`config.mk`:
```
export PLATFORM = sky130hd
export DESIGN_NAME = multdiv_unit
export DESIGN_NICKNAME = d
export VERILOG_FILES = /design/src/rtl/multdiv_unit_pkg.sv /design/src/rtl/multdiv_unit_div_step.sv /design/src/rtl/multdiv_unit.sv
export SDC_FILE = /design/constraint.sdc
export NUM_CORES = 1
export LEC_CHECK = 0
export CORE_MARGIN = 10
export CORE_UTILIZATION = 40
export CTS_CLUSTER_SIZE = 16
export DETAILED_ROUTE_END_ITERATION = 8
export GPL_TIMING_DRIVEN = 0
export SETUP_SLACK_MARGIN = 0.1
export SYNTH_ARGS = -nofsm -noshare
export SYNTH_HDL_FRONTEND = slang
export SYNTH_HIERARCHICAL = 1
export SYNTH_SLANG_ARGS = --single-unit
```
`constraint.sdc`:
```
create_clock -name clock -period 6.48 [get_ports clock]
set_input_delay 1.62 -clock clock [delete_from_list [all_inputs] [get_ports clock]]
set_output_delay 1.62 -clock clock [all_outputs]
set_load 0.01 [all_outputs]
```
`src/rtl/multdiv_unit_pkg.sv`:
```
// Shared definitions for the iterative multiply/divide unit and the decode logic.
package multdiv_unit_pkg;

  typedef enum logic [1:0] {
    IDLE = 2'd0,
    MULT = 2'd1,
    DIV  = 2'd2,
    DONE = 2'd3
  } md_state_e;

  localparam int               MD_WIDTH = 32;
  localparam logic [MD_WIDTH-1:0] INT_MIN = 32'h8000_0000;

  // ALU opcodes that decode flags as multi-cycle mult/div
  localparam logic [4:0] ALU_MULT = 5'b00110;
  localparam logic [4:0] ALU_DIV  = 5'b00111;

endpackage

```
`src/rtl/multdiv_unit_div_step.sv`:
```
// One restoring-division iteration on unsigned magnitudes.
// The next dividend bit comes from the MSB of quo_i; the quotient bit enters at the LSB.
module div_step #(
  parameter int WIDTH = 32
) (
  input  logic [WIDTH-1:0] rem_i,
  input  logic [WIDTH-1:0] quo_i,
  input  logic [WIDTH-1:0] dvs_i,
  output logic [WIDTH-1:0] rem_o,
  output logic [WIDTH-1:0] quo_o
);

  logic [WIDTH:0] shifted;
  logic [WIDTH:0] trial;

  // shift in one dividend bit, keep the difference when it does not go negative
  always_comb begin
    shifted = {rem_i, quo_i[WIDTH-1]};
    trial   = shifted - {1'b0, dvs_i};
    if (!trial[WIDTH]) begin
      rem_o = trial[WIDTH-1:0];
      quo_o = {quo_i[WIDTH-2:0], 1'b1};
    end else begin
      rem_o = shifted[WIDTH-1:0];
      quo_o = {quo_i[WIDTH-2:0], 1'b0};
    end
  end

endmodule

```
`src/rtl/multdiv_unit.sv`:
```
// Iterative signed multiply (radix-2 Booth) / divide (restoring) unit.
// Fixed latency: RDY pulses ITER+1 cycles after the start cycle, regardless of data.
module multdiv_unit
  import multdiv_unit_pkg::*;
#(
  parameter int WIDTH = MD_WIDTH,
  parameter int ITER  = WIDTH
) (
  input  logic             clock,
  input  logic             reset,
  input  logic [WIDTH-1:0] data_operandA,
  input  logic [WIDTH-1:0] data_operandB,
  input  logic             ctrl_MULT,
  input  logic             ctrl_DIV,
  output logic [WIDTH-1:0] data_result,
  output logic             data_exception,
  output logic             data_resultRDY,
  output logic             busy
);

  localparam int              CW    = $clog2(ITER + 1);
  localparam logic [CW-1:0]   LAST  = CW'(ITER - 1);
  localparam logic [WIDTH-1:0] MIN_V = {1'b1, {(WIDTH-1){1'b0}}};

  md_state_e        state_q;
  logic [CW-1:0]    cnt_q;
  // shared datapath: hi = Booth accumulator / partial remainder, lo = multiplier / dividend-quotient
  logic [WIDTH:0]   hi_q;
  logic [WIDTH-1:0] lo_q;
  logic [WIDTH-1:0] m_q;
  logic             qm1_q;
  logic             neg_q, dz_q, ovf_q;
  logic [WIDTH-1:0] result_q;
  logic             exc_q, rdy_q, busy_q;

  logic [WIDTH:0]   m_ext, booth_sum, hi_d;
  logic [WIDTH-1:0] lo_d;
  logic [WIDTH:0]   prod_top;
  logic             mul_ovf;
  logic [WIDTH-1:0] a_mag, b_mag;
  logic [WIDTH-1:0] div_rem, div_quo, quo_fix;

  div_step #(.WIDTH(WIDTH)) u_div_step (
    .rem_i (hi_q[WIDTH-1:0]),
    .quo_i (lo_q),
    .dvs_i (m_q),
    .rem_o (div_rem),
    .quo_o (div_quo)
  );

  // Booth step, overflow detect on the final product, operand magnitudes and quotient sign fix
  always_comb begin
    m_ext = {m_q[WIDTH-1], m_q};
    case ({lo_q[0], qm1_q})
      2'b01:   booth_sum = hi_q + m_ext;
      2'b10:   booth_sum = hi_q - m_ext;
      default: booth_sum = hi_q;
    endcase
    hi_d     = {booth_sum[WIDTH], booth_sum[WIDTH:1]};
    lo_d     = {booth_sum[0], lo_q[WIDTH-1:1]};
    // product bits [2W-1:W-1] must all match for the low half to be exact
    prod_top = {hi_d[WIDTH-1:0], lo_d[WIDTH-1]};
    mul_ovf  = ~((&prod_top) | ~(|prod_top));
    a_mag    = data_operandA[WIDTH-1] ? -data_operandA : data_operandA;
    b_mag    = data_operandB[WIDTH-1] ? -data_operandB : data_operandB;
    quo_fix  = neg_q ? -div_quo : div_quo;
  end

  // control FSM and datapath registers; outputs are registered
  always_ff @(posedge clock) begin
    if (reset) begin
      state_q  <= IDLE;
      cnt_q    <= '0;
      hi_q     <= '0;
      lo_q     <= '0;
      m_q      <= '0;
      qm1_q    <= 1'b0;
      neg_q    <= 1'b0;
      dz_q     <= 1'b0;
      ovf_q    <= 1'b0;
      result_q <= '0;
      exc_q    <= 1'b0;
      rdy_q    <= 1'b0;
      busy_q   <= 1'b0;
    end else begin
      case (state_q)
        IDLE: begin
          // both starts together is illegal and ignored
          if (ctrl_MULT ^ ctrl_DIV) begin
            busy_q <= 1'b1;
            cnt_q  <= '0;
            hi_q   <= '0;
            qm1_q  <= 1'b0;
            if (ctrl_MULT) begin
              state_q <= MULT;
              m_q     <= data_operandA;
              lo_q    <= data_operandB;
            end else begin
              state_q <= DIV;
              m_q     <= b_mag;
              lo_q    <= a_mag;
              neg_q   <= data_operandA[WIDTH-1] ^ data_operandB[WIDTH-1];
              dz_q    <= (data_operandB == '0);
              ovf_q   <= (data_operandA == MIN_V) && (&data_operandB);
            end
          end
        end
        MULT: begin
          hi_q  <= hi_d;
          lo_q  <= lo_d;
          qm1_q <= lo_q[0];
          cnt_q <= cnt_q + 1'b1;
          if (cnt_q == LAST) begin
            state_q  <= DONE;
            rdy_q    <= 1'b1;
            result_q <= lo_d;
            exc_q    <= mul_ovf;
          end
        end
        DIV: begin
          hi_q  <= {1'b0, div_rem};
          lo_q  <= div_quo;
          cnt_q <= cnt_q + 1'b1;
          if (cnt_q == LAST) begin
            state_q  <= DONE;
            rdy_q    <= 1'b1;
            // INT_MIN/-1 wraps to INT_MIN through the sign fix
            result_q <= dz_q ? '0 : quo_fix;
            exc_q    <= dz_q | ovf_q;
          end
        end
        DONE: begin
          state_q <= IDLE;
          rdy_q   <= 1'b0;
          busy_q  <= 1'b0;
          cnt_q   <= '0;
        end
        default: state_q <= IDLE;
      endcase
    end
  end

  assign data_result    = result_q;
  assign data_exception = exc_q;
  assign data_resultRDY = rdy_q;
  assign busy           = busy_q;

endmodule

```
Word-level counts from Yosys, hierarchy flattened
Index checks and enable logic that the tools add are counted.
{"block": "totals", "reg_bits": 144, "input_bits": 68}
{"block": "op_classes", "n_addsub": 7, "n_eq_ne": 11, "n_mux": 31, "bitwise_logic": 7, "reduce_logical": 20}
{"operator": "$mux 32", "n": 10}
{"operator": "$pmux 33 s3", "n": 1}
{"operator": "$neg 32->32", "n": 3}
{"operator": "$pmux 32 s3", "n": 1}
{"operator": "$pmux 33 s2", "n": 1}
{"operator": "$pmux 32 s2", "n": 1}
{"operator": "$add 33x33->33", "n": 1}
{"operator": "$mux 33", "n": 1}
{"operator": "$reduce_and 33->1", "n": 1}
{"operator": "$reduce_or 33->1", "n": 1}
{"operator": "$sub 33x32->33", "n": 1}
{"operator": "$sub 33x33->33", "n": 1}
{"operator": "$eq 32x32->1 const B", "n": 1}
{"operator": "$logic_not 32->1", "n": 1}
{"operator": "$reduce_and 32->1", "n": 1}
{"operator": "$pmux 6 s3", "n": 1}
{"operator": "$reduce_and 2->1", "n": 6}
{"operator": "$pmux 1 s2", "n": 4}
{"operator": "$reduce_bool 2->1", "n": 4}
{"operator": "$add 6x1->6 const B", "n": 1}
{"operator": "$eq 2x2->1 const B", "n": 3}
{"operator": "$eq 6x5->1 const B", "n": 1}
{"operator": "$mux 1", "n": 6}
{"operator": "$mux 2", "n": 3}
{"operator": "13 further kinds", "n": 21}

Depth between registers and ports, before layout
{"block": "logic_depth", "depth_word": 8, "depth_mapped": 23, "mapped_depth_nobuf": 22}

By module
The synthesis kept the hierarchy.
{"mod": "multdiv_unit", "instances": 1, "cells_per_inst": 1689, "area_per_inst_um2": 12116.6, "seq_area_each_um2": 2882.8}
{"mod": "div_step", "instances": 1, "cells_per_inst": 342, "area_per_inst_um2": 2488.6, "seq_area_each_um2": 0.0}

Worst setup path after synthesis
OpenSTA, ideal clock, no wires.
{"block": "synth_timing", "path_type": "register -> register", "start": "reg m_q[9]", "end": "reg exc_q (netlist: data_exception)", "arrival_ns": 4.260, "t_required_ns": 6.352, "setup_slack_ns": 2.092, "stages_incl_launch_ff": 18, "path_buffers": 0, "period_less_slack_ns": 4.388, "cell_sequence": "dfxtp_1 -> or4_4 -> nor4_4 -> and3b_1 -> and2_1 -> nor2_1 -> xnor2_1 -> ha_1 -> nand4_1 -> or2_2 -> o22ai_1 -> or2_2 -> or4_1 -> and3_1 -> a2111oi_0 -> nand4_1 -> a2111oi_2 -> o31ai_1"}
{"block": "synth_between", "elab_chain_cells": 8, "elab_cells_between_ends": 10, "classes_between": "add/sub (2); mux (3); bitwise (3); reduce/logical (2)"}
{"item": "from (decl)", "line": "multdiv_unit.sv:30", "rtl": "logic [WIDTH-1:0] m_q;"}
{"item": "from (signal assigned)", "line": "multdiv_unit.sv:96", "rtl": "m_q <= data_operandA;"}
{"item": "from (signal assigned)", "line": "multdiv_unit.sv:100", "rtl": "m_q <= b_mag;"}
{"item": "$sub 33x33->33 / $add 33x33->33 (equally long branches)", "line": "multdiv_unit.sv:56, multdiv_unit.sv:55"}
{"item": "$pmux 33 s2 *", "line": "multdiv_unit.sv:54", "rtl": "case ({lo_q[0], qm1_q})"}
{"item": "$reduce_or 33->1", "line": "multdiv_unit.sv:63", "rtl": "mul_ovf = ~((&prod_top) | ~(|prod_top));"}
{"item": "$not 1->1", "line": "multdiv_unit.sv:63"}
{"item": "$or 1x1->1 *", "line": "multdiv_unit.sv:63"}
{"item": "$not 1->1 *", "line": "multdiv_unit.sv:63"}
{"item": "$mux 1 *", "line": "multdiv_unit.sv:113", "rtl": "if (cnt_q == LAST) begin"}
{"item": "$pmux 1 s2 *", "line": "multdiv_unit.sv:86", "rtl": "case (state_q)"}
{"item": "to (signal assigned)", "line": "multdiv_unit.sv:117", "rtl": "exc_q <= mul_ovf;"}
{"item": "to (signal assigned)", "line": "multdiv_unit.sv:129", "rtl": "exc_q <= dz_q | ovf_q;"}
{"item": "to (decl)", "line": "multdiv_unit.sv:34", "rtl": "logic exc_q, rdy_q, busy_q;"}
Mark *: on every way between the ends. The rest lies on a longest branch, timed or not. The select of a mux whose other input is x is not followed.
A chain may end at the register's enable or synchronous reset.

Worst setup path after layout
{"block": "layout_timing", "start": "reg lo_q[0]", "end": "reg exc_q (netlist: data_exception)"}
{"block": "layout_between", "elab_chain_cells": 8, "elab_cells_between_ends": 10, "classes_between": "eq/ne (2); mux (3); bitwise (3); reduce/logical (2)"}
{"item": "from (decl)", "line": "multdiv_unit.sv:29", "rtl": "logic [WIDTH-1:0] lo_q;"}
{"item": "from (signal assigned)", "line": "multdiv_unit.sv:97", "rtl": "lo_q <= data_operandB;"}
{"item": "from (signal assigned)", "line": "multdiv_unit.sv:101", "rtl": "lo_q <= a_mag;"}
{"item": "from (signal assigned)", "line": "multdiv_unit.sv:110", "rtl": "lo_q <= lo_d;"}
{"item": "$eq 2x2->1 / $eq 2x1->1 (equally long branches)", "line": "multdiv_unit.sv:54"}
{"item": "$pmux 33 s2 *", "line": "multdiv_unit.sv:54"}
{"item": "$reduce_or 33->1", "line": "multdiv_unit.sv:63"}
{"item": "$not 1->1", "line": "multdiv_unit.sv:63"}
{"item": "$or 1x1->1 *", "line": "multdiv_unit.sv:63"}
{"item": "$not 1->1 *", "line": "multdiv_unit.sv:63"}
{"item": "$mux 1 *", "line": "multdiv_unit.sv:113"}
{"item": "$pmux 1 s2 *", "line": "multdiv_unit.sv:86"}
Marks and branches as above.

==> impl_metrics.tcl <==
set metrics [dict create \
    post-route-min-period_ns 5.88 \
    totalNegativeSetupSlack_ns 0 \
    grt_antenna_before_repair 0 \
    place_area_mm2 0.0162 \
    num_vias 16400 \
    post-route-period-util 0.907 \
    drc 0 \
    finish.net_count 2295 \
    initial_utilization 0.408 \
    tritoncts "built" \
    outcome "complete, no violations" \
    grt_start_max_net_pins 17 \
    final-setup-viol-count 0 \
    clock_latency_ns 0.45 \
    rsz0062_at_grt "no" \
    globalplace.congestion 0.966 \
    synth-async-reset-ratio 0 \
    min_path_type "reg -> reg" \
    cts-resized-gates 0 \
    coreArea_mm2 0.0358 \
    cts_root_buffer "sky130_fd_sc_hd__clkbuf_16" \
    ios 103 \
    clkTransAtPathRegs_ns 0.07 \
    flow.area_growth_from_synthesis_pct 15.1 \
    wire_length_of_the_first_global_routing_pass_mm 97.3 \
    synth.net_count 2177 \
    htree_levels 4 \
    n_fill_cell 3673 \
    timing.reg2reg.setup_slack_ns 0.60 \
    timing.fmax_mhz 170 \
    worst_setup_path_start_kind "flip-flop" \
    dpl_hpwl_mm 50.5 \
    postSynthRegisterBits 144 \
    die_width_um 211 \
    clock_path_buffers 2 \
    total_wire_length_after_detailed_routing_mm 63.5 \
    antenna_violating_nets_post_route 0 \
    post_layout_total_power_mw 7.26 \
    clock-skew-final_ns 0.0138 \
    drive_above_1_share 0.0527 \
    overflow 0 \
    wl_per_cell_um 24.2 \
    critical_path_arrival_ns 6.20 \
    seq_area_frac_synth 0.197 \
    wl_met2_mm 29.2 \
    drt_pre_antenna_iters 6 \
    top_layer_used "met4" \
    cts-buffers-inserted 17 \
    timing.max_slew.rel_slack 0.221 \
    drt-met1-wl_mm 27.7 \
    synth_edf_count 0 \
    total_global_routing_track_utilization 0.281 \
    leakage_nw 6.22 \
    mappedNetlistArea_mm2 0.0146 \
    vdd.ir_drop.worst_mv 0.214 \
    criticalPathCategory "reg -> reg" \
    number_of_global_route_vias_before_repair 16100 \
    hold_violations 0 \
    number_of_max_cap_violations 0 \
    worstMarginPinSlew_ns 1.15 \
    ctsHoldBuffers 0 \
    portBuffers 99 \
    timing.final.ws_setup_ns 0.605 \
    syn-instance-count 2031 \
    crit_required_ns 6.80 \
    synth.lib_cells_used.distinct 86 \
    synthFlopType "sky130_fd_sc_hd__dfxtp_1" \
    placement.setup.worst_slack_ns 0.610 \
    die-area_mm2 0.0446 \
    yosys_warnings 6 \
    critical_path_peak_fanout 10 \
    drt_iter0_markers 1548 \
    final_cell_area_mm2 0.0168 \
    vert_die_dim_um 211 \
    ratio_of_total_power_to_cell_area_mw_per_mm2 432 \
    rows 69 \
    avgSynthCellArea_um2 7.19 \
    cts_sink_count 144 \
    post-cts-setup-buffers 0 \
    drv_slew 0 \
    wl_met3_mm 3.77 \
    drt-vias-per-instance 6.25 \
    final_util 0.469 \
    critPathCaptureType "flip-flop" \
]
==> synthesized netlist by cell type, types with 16 or more instances <==
cell type | number | area (um2)
sky130_fd_sc_hd__buf_4 | 32 | 240
sky130_fd_sc_hd__dfxtp_1 | 144 | 2880
sky130_fd_sc_hd__o21ai_0 | 105 | 526
sky130_fd_sc_hd__nor2_1 | 195 | 732
sky130_fd_sc_hd__nand4_1 | 32 | 200
sky130_fd_sc_hd__a21o_1 | 25 | 188
sky130_fd_sc_hd__nor3_1 | 79 | 395
sky130_fd_sc_hd__and3_1 | 16 | 100
sky130_fd_sc_hd__o21a_1 | 19 | 143
sky130_fd_sc_hd__a22oi_1 | 30 | 225
sky130_fd_sc_hd__or3_1 | 21 | 131
sky130_fd_sc_hd__a211oi_1 | 32 | 240
sky130_fd_sc_hd__xor2_1 | 65 | 569
sky130_fd_sc_hd__clkbuf_1 | 120 | 450
sky130_fd_sc_hd__inv_1 | 79 | 297
sky130_fd_sc_hd__o211ai_1 | 31 | 233
sky130_fd_sc_hd__a21oi_1 | 172 | 861
sky130_fd_sc_hd__nand2_1 | 212 | 796
sky130_fd_sc_hd__ha_1 | 76 | 951
sky130_fd_sc_hd__nor4_1 | 21 | 131
sky130_fd_sc_hd__nand2b_1 | 18 | 113
sky130_fd_sc_hd__a31oi_1 | 27 | 169
sky130_fd_sc_hd__a221oi_1 | 48 | 420
sky130_fd_sc_hd__xnor2_1 | 83 | 727
sky130_fd_sc_hd__nand3_1 | 40 | 200
sky130_fd_sc_hd__mux2i_1 | 24 | 240
sky130_fd_sc_hd__o31ai_1 | 31 | 233
sky130_fd_sc_hd__mux2_4 | 19 | 285
==> power by group <==
group          internal (mW)  leakage (nW)  switching, mW  total [mW]
clock                  0.653         0.304          0.446        1.10
combinational           1.73          4.74           3.14        4.86
sequential              1.04          1.17          0.252        1.29
==> sequential cells by signal, summed over array words and instances (netlist names) <==
register	count
data_resultRDY	1
hi_q	33
qm1_q	1
data_result	32
busy	1
data_exception	1
state_q	2
m_q	32
cnt_q	6
dz_q	1
ovf_q	1
lo_q	32
neg_q	1
==> critical path, stage by stage (launching register included) <==
cell,delay (ns)
sky130_fd_sc_hd__dfxtp_1,0.46
sky130_fd_sc_hd__ha_1,0.18
sky130_fd_sc_hd__clkbuf_1,0.41
sky130_fd_sc_hd__clkbuf_1,0.68
sky130_fd_sc_hd__a21oi_1,0.13
sky130_fd_sc_hd__xnor2_1,0.33
sky130_fd_sc_hd__ha_1,0.35
sky130_fd_sc_hd__a21oi_1,0.32
sky130_fd_sc_hd__nand2_1,0.14
sky130_fd_sc_hd__o21a_1,0.26
sky130_fd_sc_hd__a211oi_1,0.66
sky130_fd_sc_hd__o21ai_0,0.20
sky130_fd_sc_hd__nand3_1,0.20
sky130_fd_sc_hd__nand4_1,0.10
sky130_fd_sc_hd__nor4_1,0.51
sky130_fd_sc_hd__nand4_1,0.24
sky130_fd_sc_hd__a2111oi_2,0.43
sky130_fd_sc_hd__o31ai_1,0.14
==> through the flow <==
| stage | hold slack, ns | std cells |
|---|---|---|
| 5_1_grt | 0.489 | 2623 |
| 4_1_cts | 0.475 | 2623 |
| 3_5_place_dp | 0.462 | 2591 |
| 6_report | 0.476 | 2624 |
| 3_3_place_gp | 0.461 | 2591 |
| 2_1_floorplan | 0.432 | 2031 |
==> cells by family (layout without fill, tap and decap cells) <==
family                     after synthesis  after routing  synth area share
adders and majority gates               78             78            0.0678
DFF                                    144            144             0.197
muxes                                   47             47            0.0391
AOI/OAI and AO/OA                      636            636             0.290
xor gates and xnor gates               148            148            0.0888
other                                    0              1                 0
buffers and inverters                  245            376            0.0723
and+or+nand+nor                        733            733             0.244
==> placed cells by master (no fill, tap or decap), types with 8 or more instances in the layout <==
| master | Yosys | final |
|---|---|---|
| sky130_fd_sc_hd__nor4_1 | 21 | 21 |
| sky130_fd_sc_hd__o21ai_0 | 105 | 104 |
| sky130_fd_sc_hd__nor3b_1 | 13 | 13 |
| sky130_fd_sc_hd__ha_1 | 76 | 76 |
| sky130_fd_sc_hd__o21ai_1 | 15 | 16 |
| sky130_fd_sc_hd__nand2_1 | 212 | 212 |
| sky130_fd_sc_hd__or3_1 | 21 | 21 |
| sky130_fd_sc_hd__nor3_1 | 79 | 79 |
| sky130_fd_sc_hd__dfxtp_1 | 144 | 144 |
| sky130_fd_sc_hd__nor2b_1 | 14 | 14 |
| sky130_fd_sc_hd__o31ai_1 | 31 | 31 |
| sky130_fd_sc_hd__or4_1 | 13 | 13 |
| sky130_fd_sc_hd__clkbuf_16 | 0 | 17 |
| sky130_fd_sc_hd__buf_4 | 32 | 32 |
| sky130_fd_sc_hd__a21oi_1 | 172 | 172 |
| sky130_fd_sc_hd__o41ai_1 | 11 | 11 |
| sky130_fd_sc_hd__and3_1 | 16 | 16 |
| sky130_fd_sc_hd__xor2_1 | 65 | 65 |
| sky130_fd_sc_hd__nand2b_1 | 18 | 18 |
| sky130_fd_sc_hd__o211ai_1 | 31 | 31 |
| sky130_fd_sc_hd__a221oi_1 | 48 | 48 |
| sky130_fd_sc_hd__a22oi_1 | 30 | 30 |
| sky130_fd_sc_hd__clkbuf_1 | 120 | 122 |
| sky130_fd_sc_hd__buf_1 | 8 | 8 |
| sky130_fd_sc_hd__mux2_4 | 19 | 19 |
| sky130_fd_sc_hd__clkdlybuf4s50_1 | 0 | 99 |
| sky130_fd_sc_hd__nor2_1 | 195 | 195 |
| sky130_fd_sc_hd__xnor2_1 | 83 | 83 |
| sky130_fd_sc_hd__a21o_1 | 25 | 25 |
| sky130_fd_sc_hd__inv_1 | 79 | 79 |
| sky130_fd_sc_hd__mux2i_1 | 24 | 24 |
| sky130_fd_sc_hd__a211oi_1 | 32 | 32 |
| sky130_fd_sc_hd__and2_1 | 14 | 14 |
| sky130_fd_sc_hd__o21a_1 | 19 | 19 |
| sky130_fd_sc_hd__a31oi_1 | 27 | 27 |
| sky130_fd_sc_hd__nand4_1 | 32 | 32 |
| sky130_fd_sc_hd__or2_2 | 8 | 8 |
| sky130_fd_sc_hd__nand3_1 | 40 | 40 |
| sky130_fd_sc_hd__nor4b_1 | 9 | 9 |
==> routing by layer <==
metal	GRT usage	vias up
met5	0	-
met3	0.0369	142
met2	0.460	699
met4	0.130	0
met1	0.359	7874
li1	-	7686
==> final timing paths <==
kind | startpoint | to | depth (start not counted)
setup reg to reg | lo_q[0]$_SDFFE_PP0P_ | data_exception$_SDFFE_PP0P_ | 17
setup / recovery | lo_q[0]$_SDFFE_PP0P_ | data_exception$_SDFFE_PP0P_ | 17
hold reg to reg | data_resultRDY$_SDFFE_PP0P_ | data_resultRDY$_SDFFE_PP0P_ | 2
hold / removal | data_resultRDY$_SDFFE_PP0P_ | data_resultRDY$_SDFFE_PP0P_ | 2
==> final cells by class <==
cell class	instances	area (um2)	share of cell area
diodes	1	2.50	0.000149
well taps	461	577	0.0343
multi-input cells	1642	10700	0.635
clock inverters	13	198	0.0118
inverters	82	308	0.0183
repair buffers	99	991	0.0590
clock buffers	19	433	0.0258
plain buffers	163	748	0.0445
flip-flops and latches	144	2880	0.172
No activity file was read; power rests on OpenSTA's default activity.
